--- config.mk ---
export PLATFORM = sky130hd
export DESIGN_NAME = id_ex_stage
export DESIGN_NICKNAME = d
export VERILOG_FILES = /design/src/rtl/cpu_pkg.sv /design/src/rtl/fwd_unit.sv /design/src/rtl/id_ex_stage.sv
export SDC_FILE = /design/constraint.sdc
export NUM_CORES = 1
export LEC_CHECK = 0
export ABC_CLOCK_PERIOD_IN_PS = 2300
export CORE_MARGIN = 2
export CORE_UTILIZATION = 45
export CTS_BUF_LIST = sky130_fd_sc_hd__clkbuf_8
export CTS_CLUSTER_SIZE = 10
export DETAILED_ROUTE_END_ITERATION = 10
export PLACE_DENSITY = 0.79
export SLEW_MARGIN = 5
export SYNTH_ARGS = -nofsm -noshare
export SYNTH_HDL_FRONTEND = slang
export SYNTH_SLANG_ARGS = --single-unit
export TNS_END_PERCENT = 50
--- constraint.sdc ---
create_clock -name clk -period 2.3 [get_ports clk]
set_input_delay 0.345 -clock clk [delete_from_list [all_inputs] [get_ports clk]]
set_output_delay 0.345 -clock clk [all_outputs]
set_load 0.03 [all_outputs]
--- src/rtl/cpu_pkg.sv ---
// Shared CPU definitions: datapath widths, ALU opcodes and forward-select encoding.
package cpu_pkg;

   localparam int unsigned XLEN = 32;
   localparam int unsigned RAW  = 5;

   localparam logic [3:0] ALU_AND = 4'd0;
   localparam logic [3:0] ALU_OR  = 4'd1;
   localparam logic [3:0] ALU_ADD = 4'd2;
   localparam logic [3:0] ALU_SUB = 4'd3;
   localparam logic [3:0] ALU_XOR = 4'd4;
   localparam logic [3:0] ALU_SLT = 4'd5;
   localparam logic [3:0] ALU_SLL = 4'd6;
   localparam logic [3:0] ALU_SRL = 4'd7;
   localparam logic [3:0] ALU_SRA = 4'd8;

   typedef enum logic [1:0] {
      FWD_REG = 2'd0,
      FWD_EXM = 2'd1,
      FWD_MWB = 2'd2
   } fwd_sel_t;

   function automatic logic is_shift(input logic [3:0] op);
      return (op == ALU_SLL) || (op == ALU_SRL) || (op == ALU_SRA);
   endfunction

endpackage

--- src/rtl/fwd_unit.sv ---
// Forward-source select for one EX operand; EX/MEM wins over MEM/WB, x0 never forwards.
module fwd_unit
   import cpu_pkg::*;
#(
   parameter int unsigned RAW = cpu_pkg::RAW
) (
   input  logic [RAW-1:0] rs,
   input  logic           exm_regwrite,
   input  logic [RAW-1:0] exm_rd,
   input  logic           mwb_regwrite,
   input  logic [RAW-1:0] mwb_rd,
   output fwd_sel_t       sel
);

   always_comb begin
      sel = FWD_REG;
      if (exm_regwrite && (exm_rd != '0) && (exm_rd == rs)) begin
         sel = FWD_EXM;
      end else if (mwb_regwrite && (mwb_rd != '0) && (mwb_rd == rs)) begin
         sel = FWD_MWB;
      end
   end

endmodule

--- src/rtl/id_ex_stage.sv ---
// ID/EX pipeline register with operand forwarding, ALU operand select and load-use bubble insertion.
module id_ex_stage
   import cpu_pkg::*;
#(
   parameter int unsigned XLEN = cpu_pkg::XLEN,
   parameter int unsigned RAW  = cpu_pkg::RAW
) (
   input  logic            clk,
   input  logic            rst,
   input  logic            id_valid,
   input  logic [RAW-1:0]  id_rs1_addr,
   input  logic [RAW-1:0]  id_rs2_addr,
   input  logic [XLEN-1:0] id_rs1_data,
   input  logic [XLEN-1:0] id_rs2_data,
   input  logic            id_use_rs2,
   input  logic [XLEN-1:0] id_imm,
   input  logic            id_alusrc,
   input  logic [3:0]      id_aluctrl,
   input  logic [RAW-1:0]  id_rd_addr,
   input  logic            id_regwrite,
   input  logic            id_memread,
   input  logic            id_memwrite,
   input  logic            id_memtoreg,
   input  logic            freeze,
   input  logic            flush,
   input  logic            exm_regwrite,
   input  logic [RAW-1:0]  exm_rd,
   input  logic [XLEN-1:0] exm_data,
   input  logic            mwb_regwrite,
   input  logic [RAW-1:0]  mwb_rd,
   input  logic [XLEN-1:0] mwb_data,
   output logic            hazard_stall,
   output logic            ex_valid,
   output logic [XLEN-1:0] ex_src1,
   output logic [XLEN-1:0] ex_src2,
   output logic [3:0]      ex_aluctrl,
   output logic [XLEN-1:0] ex_store_data,
   output logic [RAW-1:0]  ex_rd,
   output logic            ex_regwrite,
   output logic            ex_memread,
   output logic            ex_memwrite,
   output logic            ex_memtoreg
);

   logic [RAW-1:0]  rs1_addr_q;
   logic [RAW-1:0]  rs2_addr_q;
   logic [XLEN-1:0] rs1_data_q;
   logic [XLEN-1:0] rs2_data_q;
   logic [XLEN-1:0] imm_q;
   logic            alusrc_q;

   fwd_sel_t        sel1;
   fwd_sel_t        sel2;
   logic [XLEN-1:0] fwd1;
   logic [XLEN-1:0] fwd2;
   logic [XLEN-1:0] opb;
   logic            rs_match;

   // Only a valid load still sitting in EX can starve the instruction in ID.
   always_comb begin
      rs_match = (ex_rd == id_rs1_addr) || (id_use_rs2 && (ex_rd == id_rs2_addr));
      hazard_stall = id_valid && ex_valid && ex_memread && (ex_rd != '0) && rs_match && !flush;
   end

   always_ff @(posedge clk) begin
      if (rst) begin
         ex_valid    <= 1'b0;
         rs1_addr_q  <= '0;
         rs2_addr_q  <= '0;
         rs1_data_q  <= '0;
         rs2_data_q  <= '0;
         imm_q       <= '0;
         alusrc_q    <= 1'b0;
         ex_aluctrl  <= '0;
         ex_rd       <= '0;
         ex_regwrite <= 1'b0;
         ex_memread  <= 1'b0;
         ex_memwrite <= 1'b0;
         ex_memtoreg <= 1'b0;
      end else if (!freeze) begin
         if (flush || hazard_stall) begin
            ex_valid    <= 1'b0;
            ex_rd       <= '0;
            ex_regwrite <= 1'b0;
            ex_memread  <= 1'b0;
            ex_memwrite <= 1'b0;
            ex_memtoreg <= 1'b0;
         end else begin
            ex_valid    <= id_valid;
            rs1_addr_q  <= id_rs1_addr;
            rs2_addr_q  <= id_rs2_addr;
            rs1_data_q  <= id_rs1_data;
            rs2_data_q  <= id_rs2_data;
            imm_q       <= id_imm;
            alusrc_q    <= id_alusrc;
            ex_aluctrl  <= id_aluctrl;
            ex_rd       <= id_rd_addr;
            ex_regwrite <= id_regwrite & id_valid;
            ex_memread  <= id_memread  & id_valid;
            ex_memwrite <= id_memwrite & id_valid;
            ex_memtoreg <= id_memtoreg & id_valid;
         end
      end
   end

   fwd_unit #(.RAW(RAW)) u_fwd_rs1 (
      .rs           (rs1_addr_q),
      .exm_regwrite (exm_regwrite),
      .exm_rd       (exm_rd),
      .mwb_regwrite (mwb_regwrite),
      .mwb_rd       (mwb_rd),
      .sel          (sel1)
   );

   fwd_unit #(.RAW(RAW)) u_fwd_rs2 (
      .rs           (rs2_addr_q),
      .exm_regwrite (exm_regwrite),
      .exm_rd       (exm_rd),
      .mwb_regwrite (mwb_regwrite),
      .mwb_rd       (mwb_rd),
      .sel          (sel2)
   );

   always_comb begin
      unique case (sel1)
         FWD_EXM: fwd1 = exm_data;
         FWD_MWB: fwd1 = mwb_data;
         default: fwd1 = rs1_data_q;
      endcase
      unique case (sel2)
         FWD_EXM: fwd2 = exm_data;
         FWD_MWB: fwd2 = mwb_data;
         default: fwd2 = rs2_data_q;
      endcase
   end

   // Shift amounts are clipped to 5 bits here so the ALU sees a clean operand.
   always_comb begin
      opb           = alusrc_q ? imm_q : fwd2;
      ex_src1       = fwd1;
      ex_store_data = fwd2;
      ex_src2       = opb;
      if (is_shift(ex_aluctrl)) begin
         ex_src2      = '0;
         ex_src2[4:0] = opb[4:0];
      end
   end

endmodule

==> results of run 1 <==
[routing by layer]
layer,up-vias,track usage
met5,-,0
met4,0,0.164
met3,177,0.0691
met2,722,0.526
met1,5554,0.468
li1,5235,-
[what timing repair did]
| item | CTS | global route |
|---|---|---|
| gates cloned | 3 | 6 |
| setup endpoints to repair | 97 | 115 |
| resized for setup | 148 | 137 |
| buffers inserted | 14 | 8 |
| pin swaps | 38 | 25 |
[worst max path at each step]
stage                  startpoint                end  depth (start not counted)  slack (ns)
global placement        mwb_rd[3]        ex_src2[22]                          8       -0.95
detailed placement      mwb_rd[3]         ex_src2[5]                          8       -0.98
floorplan               mwb_rd[0]  ex_store_data[11]                          6       -0.11
finish              rs1_addr_q[2]        ex_src1[12]                          8       -0.54
CTS                 ex_aluctrl[2]         ex_src2[9]                          9       -0.43
global route        rs1_addr_q[2]        ex_src1[12]                          8       -0.60
[cells in the final DEF (no fill, tap or decap), drive strengths merged, types with 2 or more instances in the layout]
cell type	instances
a21oi	28
nor3	79
clkinv	3
or2	3
o21ai	67
o211a	5
nand3	69
mux2i	170
and3	144
buf	236
inv	92
a22o	9
nand4	2
or4	3
xor2	4
clkinvlp	4
a22oi	27
nor2	43
dfxtp	121
clkdlybuf4s50	203
nor4	3
xnor2	26
nand2	152
dlygate4sd2	3
o311ai	79
diode	4
o31ai	6
clkbuf	22
[metrics by stage]
stage                     cells  setup TNS (ns)  hold WS, ns
after global placement     1828          -67.32        0.455
after detailed placement   1828          -73.07        0.466
after CTS                  1876          -31.09        0.281
final                      1893          -37.29        0.307
after floorplan            1256           -4.19        0.467
after global routing       1892          -43.12        0.294
[flip-flops by register name, summed over array words and instances (netlist names)]
name / count
imm_q: 32
rs1_data_q: 32
rs2_data_q: 32
ex_rd: 5
rs1_addr_q: 5
rs2_addr_q: 5
ex_aluctrl: 4
alusrc_q: 1
ex_memread: 1
ex_memtoreg: 1
ex_memwrite: 1
ex_regwrite: 1
ex_valid: 1
[cells by family after synthesis]
| family | after synthesis |
|---|---|
| AOI/OAI and AO/OA | 227 |
| xor gates and xnor gates | 30 |
| buffers and inverters | 209 |
| DFF | 121 |
| muxes | 170 |
| and+or+nand+nor | 499 |
[area by class of cell]
class,count,share of cell area
Multi-Input combinational cell,927,0.460
Timing Repair Buffer,449,0.310
Sequential cell,121,0.161
Tap cell,275,0.0226
Inverter,85,0.0211
Clock buffer,17,0.0153
Clock inverter,15,0.00935
Antenna cell,4,0.000656
[power groups by stage]
stage / clock network [mW] / registers, mW / logic [mW]
2_1_floorplan: 0 / 2.43 / 1.26
6_report: 1.91 / 2.47 / 2.85
3_3_place_gp: 0 / 2.47 / 2.41
4_1_cts: 1.93 / 2.44 / 2.62
5_1_grt: 2.03 / 2.47 / 2.97
3_5_place_dp: 0 / 2.47 / 2.45
==> impl_metrics.ini, run 1 <==
[placement]
pre_cts_ws_ns = -0.976
place_area_mm2 = 0.0135
port_buffers = 312
gp_congestion = 1.05
dpl.hpwl_mm = 27.8

[critical_path]
cp-end-kind = output port
cpMaxStageDelayCell = dfxtp_4
cp_top_family = buffers and inverters
regToRegSetupSlack_ns = 0.10
slowest_delay_ns = 0.39
crit_chain = xnor2_2, nand3_2, nor4_4, buf_6, buf_12, mux2i_2, o21ai_1, buf_4
worst-r2r-cell-count = 6
worstReg2RegEnd = rs1_addr_q[3]
cp-start-kind = register
r2r-start = ex_rd[0]
crit_buf_inv = 3
worstSetupPathType = register to output port
crit_fanout = 8
cp.arrival_ns = 2.50
crit_required_ns = 1.96

[drt]
drt_iter0_markers = 1164
dr_wl_met2_mm = 19.2
wl_met1_mm = 16.7
routedWlPerCell_um = 22.6
wl_met3_mm = 4.44
vias = 11688
drc = 0
drt-total-wl_mm = 42.8
vias_per_cell = 6.17
drtAntennaViolNets = 0
dr.pass1.iters = 6
top_layer = met4

[run_status]
status = finished, violations left
violations = negative setup slack

[logic_synthesis]
synth_cells = 1256
synthTopCellsByArea = dfxtp_1 26%, mux2i_1 18%, and3_1 9.5%, o311ai_0 6.0%, nand2_1 6.0%
syn_nets = 1458
synth_top_family_by_area = simple AND/OR/NAND/NOR gates
synth_common_cells = 170 x mux2i_1, 151 x nand2_1, 144 x and3_1
yosysTopAreaCellShare = 0.256
synth-main-ff-cell = dfxtp_1
syn_area_mm2 = 0.00945
yosysMostFrequentCell = mux2i_1
avgSynthCellArea_um2 = 7.53
synth_compound_area_frac = 0.174
synthAdderAreaFrac = 0
synth_cell_types = 42
synth_simple_gate_area_frac = 0.265
synth_xor_area_frac = 0.0278
ys_warn_count = 0
ys_ff_latch = 121
synth-edff-count = 0
synth_mux_area_frac = 0.180
async_flop_share = 0
yosysTopAreaCell = dfxtp_1
synth_seq_area_share = 0.256

[cts]
numClockSinks = 121
h-tree-depth = 4
cts_tree = yes
cts.reportedPaths.clkPinSlew_ns = 0.10
cts_buffers = 17
cts-root-buf = clkbuf_8
postCtsHoldBufs = 0
cts_buffer_depth = 2
clkLatencyLatePin_ns = 0.46

[flow_run]
cap_violations = 0

[global_route]
grt.total_usage = 0.345
grt_pass1_vias = 10577
grt-ovfl-total = 0
grt_antenna_before_repair = 5
grt_pass1_wl_mm = 59.6
grt_start_max_net_pins = 102

[layout]
fin_area_mm2 = 0.0153
final-seq-area_mm2 = 0.00245
multi_input_area_mm2 = 0.00702
nets = 1803
n_fill_cell = 1493
syn2layout_area_growth_pct = 61.3
final_core_util = 0.732
layout-drive-gt1-share = 0.285

[timing]
maxSlewViolCount = 0
worst_slew_pin_slew_ns = 0.580
fmax_ghz = 0.352
slew_headroom = 0.614
skew_ns = 0.0127
final-setup-viol-count = 96
finalWorstSetupSlack_ns = -0.544
final_hold_viol_count = 0
fin_crit_ns = 2.84
rsz0062_at_grt = true
finalCritPeriodShare = 1.24

[min_path]
hold_path_depth = 2
hold_end = rs2_data_q[31]
min_from = rst
hp-class = input port to register

[power_and_ir_drop]
finalPower_mw = 7.23
p_sw_mw = 2.75
power.leakage_nw = 5.91
cellInternalPower_mw = 4.48
worst_ir_drop_vdd_mv = 0.290
swShare = 0.380
p_seq_frac = 0.341
comb_power_share = 0.394
power_frac_clock = 0.265
power.density_mw_per_mm2 = 474

[floorplan]
die_x_um = 149
die_h_um = 149
die_area_mm2 = 0.0222
io_pins = 313
rows = 53
start_util = 0.454
core_area_mm2 = 0.0208
No activity file was read; power rests on OpenSTA's default activity.
==> run 2: changes to the inputs <==
ABC_CLOCK_PERIOD_IN_PS = 2900   (was 2300)
clock period = 2.9 ns   (was 2.3 ns; I/O delays follow)
==> impl_metrics.ini, run 2 (synthesis results as in run 1) <==
[timing]
worst_slew_pin_slew_ns = 0.841
skew_ns = 0.0137
fmax_ghz = 0.343
finalCritPeriodShare = 1.01
maxSlewViolCount = 0
final-setup-viol-count = 3
fin_crit_ns = 2.92
rsz0062_at_grt = true
slew_headroom = 0.439
final_hold_viol_count = 0
finalWorstSetupSlack_ns = -0.0176

[critical_path]
cp.arrival_ns = 2.48
cp_top_family = buffers and inverters
critPathMostFrequentCell = buf_4
slowest_delay_ns = 0.58
cp-start-kind = input port
crit_buf_inv = 6
crit_required_ns = 2.47
worstSetupPathType = input port to output port
cp-end-kind = output port
cpMaxStageDelayCell = or4_4
crit_fanout = 8
crit_chain = clkbuf_2, or4_4, o21ai_2, buf_4, nor4_4, buf_4, buf_12, buf_4, mux2i_1, o21ai_1, buf_4

[placement]
dpl.hpwl_mm = 27.0
place_area_mm2 = 0.0131
port_buffers = 312
gp_congestion = 0.991

[global_route]
grt_antenna_before_repair = 3
grt_start_max_net_pins = 121
grt-ovfl-total = 0
grt_pass1_vias = 10093
grt_pass1_wl_mm = 56.3
grt.total_usage = 0.326

[layout]
fin_area_mm2 = 0.0141
layout-drive-gt1-share = 0.192
syn2layout_area_growth_pct = 48.6
mostFrequentLayoutCell = clkdlybuf4s50_1
largestRegisters = imm_q: 32 flops, rs1_data_q: 32 flops, rs2_data_q: 32 flops
nets = 1763
layout_common_cells = 203 x clkdlybuf4s50_1, 160 x mux2i_1, 151 x nand2_1
final_core_util = 0.675
n_fill_cell = 1741

[cts]
cts-root-buf = clkbuf_8
h-tree-depth = 4
numClockSinks = 121
clkLatencyLatePin_ns = 0.47
cts_buffer_depth = 2
cts.reportedPaths.clkPinSlew_ns = 0.08
cts_buffers = 17
cts_tree = yes

[power_and_ir_drop]
worst_ir_drop_vdd_mv = 0.246
power.density_mw_per_mm2 = 393
power.leakage_nw = 5.54
finalPower_mw = 5.52

[drt]
drtAntennaViolNets = 0
routedWlPerCell_um = 20.4
drc = 0
vias = 10877
dr.pass1.iters = 6
drt-total-wl_mm = 37.8
drt_iter0_markers = 915
vias_per_cell = 5.87

[min_path]
hp-class = input port to register

[floorplan]
io_pins = 313
die_h_um = 149
start_util = 0.454
rows = 53
die_x_um = 149
die_area_mm2 = 0.0222
core_area_mm2 = 0.0208

[run_status]
status = finished, violations left
violations = negative setup slack

[flow_run]
cap_violations = 0
-- run 2: cell count changes in the layout (fill, tap and decap cells not counted), moves of 19 or more --
cell,change
buf_4,+29
buf_6,-64
mux2i_1,+19
nor2_1,+20
o21ai_2,-27
-- run 2: metrics by stage --
stage | TNS [ns] | setup WS (ns) | hold slack (ns) | instances
after floorplan | 0 | 0.116 | 0.467 | 1256
after global placement | -14.93 | -0.324 | 0.452 | 1791
after detailed placement | -18.18 | -0.348 | 0.456 | 1791
after CTS | -0.124 | -0.0356 | 0.315 | 1839
after global routing | -0.138 | -0.0354 | 0.330 | 1850
final | -0.0351 | -0.0176 | 0.328 | 1852
-- run 2: path summary, 6_finish.rpt --
| check | start | end | slack [ns] | cells past startpoint |
|---|---|---|---|---|
| min reg2reg | ex_valid | ex_valid | 0.47 | 1 |
| min | rst | rs2_addr_q[3] | 0.33 | 2 |
| max | mwb_rd[3] | ex_src1[9] | -0.02 | 11 |
| max reg2reg | ex_rd[0] | imm_q[14] | 0.58 | 6 |
-- run 2: cell type report --
| type | instances | area [um^2] | area share |
|---|---|---|---|
| antenna | 3 | 7.51 | 0.000534 |
| clock inverter | 15 | 163 | 0.0116 |
| tap | 275 | 344 | 0.0245 |
| inverter | 85 | 322 | 0.0229 |
| multi-input combinational | 926 | 6370 | 0.454 |
| clock buffer | 17 | 234 | 0.0167 |
| timing repair buffer | 410 | 4170 | 0.297 |
| sequential | 121 | 2430 | 0.173 |
-- run 2: what timing repair did --
item	in CTS	in global routing
cloned	5	1
setup endpoints to repair	96	72
pin swaps	7	14
buffers inserted	11	9
hold buffers	0	0
resized for setup	67	47
-- run 2: report_power, final --
| group | leakage [nW] | switching (mW) | total [mW] | internal, mW |
|---|---|---|---|---|
| Sequential | 1.00 | 0.142 | 1.95 | 1.80 |
| Combinational | 4.34 | 1.07 | 1.98 | 0.908 |
| Clock | 0.205 | 0.814 | 1.59 | 0.780 |
-- run 2: per-layer routing --
metal,track usage,vias to the layer above,part of all wire
met5,0,-,0.00034
met4,0.136,2,0.039
met3,0.0618,100,0.070
met2,0.509,465,0.46
met1,0.442,5155,0.43
li1,-,5155,-
-- run 2: worst reg2reg max path, cell delays in order (launching register included) --
cell and delay, ns:
dfxtp_1 0.38, or4_1 0.61, o21ai_4 0.24, buf_12 0.39, nor3_1 0.20, mux2i_1 0.19
o311ai_0 0.15
==> run 3: changes to the inputs <==
GPL_ROUTABILITY_DRIVEN = 0   (was unset)
==> impl_metrics.ini, run 3 (synthesis results as in run 1) <==
[global_route]
grt-ovfl-total = 0
grt_pass1_vias = 10150
grt_pass1_wl_mm = 54.8
grt_antenna_before_repair = 3
grt_start_max_net_pins = 98
grt.total_usage = 0.314

[timing]
final_hold_viol_count = 0
maxSlewViolCount = 0
fmax_ghz = 0.344
finalWorstSetupSlack_ns = -0.00441
rsz0062_at_grt = true
worst_slew_pin_slew_ns = 0.654
final-setup-viol-count = 1
fin_crit_ns = 2.90
skew_ns = 0.0172
finalCritPeriodShare = 1.00
slew_headroom = 0.563

[placement]
placed_cells = 1789
place_area_mm2 = 0.0131
port_buffers = 312
dpl.hpwl_mm = 26.4
pre_cts_ws_ns = -0.336

[layout]
layout-drive-gt1-share = 0.191
nets = 1763
fin_area_mm2 = 0.0142
syn2layout_area_growth_pct = 49.7
multi_input_area_mm2 = 0.00636
largestRegisters = imm_q: 32 flops, rs1_data_q: 32 flops, rs2_data_q: 32 flops
mostFrequentLayoutCell = clkdlybuf4s50_1
layout_common_cells = 204 x clkdlybuf4s50_1, 158 x mux2i_1, 151 x nand2_1
final-seq-area_mm2 = 0.00244
n_fill_cell = 1636
final_core_util = 0.680
stdcell_count = 1853

[drt]
routedWlPerCell_um = 20.7
vias = 11195
dr.pass1.iters = 6
drt-total-wl_mm = 38.4
drt_iter0_markers = 1075
drtAntennaViolNets = 0
vias_per_cell = 6.04
drc = 0

[critical_path]
cp.arrival_ns = 2.47
crit_required_ns = 2.47
cp-end-kind = output port
crit_fanout = 5
worstSetupPathType = input port to output port
cp-start-kind = input port

[min_path]
hp-class = register to register

[cts]
cts_buffers = 17
cts_tree = yes
postCtsHoldBufs = 0
clkLatencyLatePin_ns = 0.45
numClockSinks = 121
cts_buffer_depth = 2
cts-root-buf = clkbuf_8
cts.reportedPaths.clkPinSlew_ns = 0.09
h-tree-depth = 4

[floorplan]
core_area_mm2 = 0.0208
rows = 53
die_x_um = 149
die_h_um = 149
die_area_mm2 = 0.0222
start_util = 0.454
io_pins = 313

[power_and_ir_drop]
power.leakage_nw = 5.56
power.density_mw_per_mm2 = 398
worst_ir_drop_vdd_mv = 0.224

[run_status]
status = finished, violations left
violations = negative setup slack

[flow_run]
cap_violations = 0
## run 3: final timing paths
| path | to | start | slack (ns) | cells past startpoint |
|---|---|---|---|---|
| max reg2reg | imm_q[13] | ex_rd[0] | 0.60 | 6 |
| min reg2reg | ex_valid | ex_valid | 0.48 | 1 |
| min | ex_valid | ex_valid | 0.48 | 1 |
| max | ex_src1[3] | mwb_rd[2] | -0.004 | 11 |
## run 3: layout make-up
class,instances,share of cell area
clock inverter,15,0.0134
antenna,4,0.000707
sequential,121,0.172
clock buffer,17,0.0165
timing repair buffer,410,0.300
inverter,85,0.0227
tap,275,0.0243
multi-input combinational,926,0.450
## run 3: critical path, stage by stage
cell and delay (ns):
clkbuf_2 0.10, or4_4 0.57, o21ai_2 0.15, buf_4 0.13, nor4_4 0.04, buf_4 0.17, clkbuf_16 0.16, buf_4 0.13
mux2i_1 0.11, o21ai_1 0.25, buf_4 0.22
## run 3: stage by stage
stage          total power [mW]  hold slack (ns)  TNS [ns]
2_1_floorplan              2.88            0.467         0
3_3_place_gp               3.82            0.454    -18.54
3_5_place_dp               3.84            0.466    -19.47
4_1_cts                    5.57            0.488   -0.0104
5_1_grt                    5.83            0.513    -0.766
6_report                   5.63            0.483  -0.00441
## run 3: report_power, final
| part | internal (mW) | switching (mW) |
|---|---|---|
| registers | 1.80 | 0.137 |
| logic | 0.913 | 1.08 |
| clock network | 0.870 | 0.822 |
## run 3: metal layers
layer  up-vias  wire length, um  global-route usage
li1       5150                -                   -
met1      5291            15700               0.428
met2       627            17600               0.479
met3       127             3290              0.0529
met4         0             1850               0.154
met5         -                0                   0
## run 3: what timing repair did
item | CTS | global route
hold endpoints to repair | 0 | 0
pin swaps | 13 | 17
resized for setup | 51 | 49
cloned | 1 | 7
setup endpoints to repair | 96 | 63
buffers inserted | 15 | 9
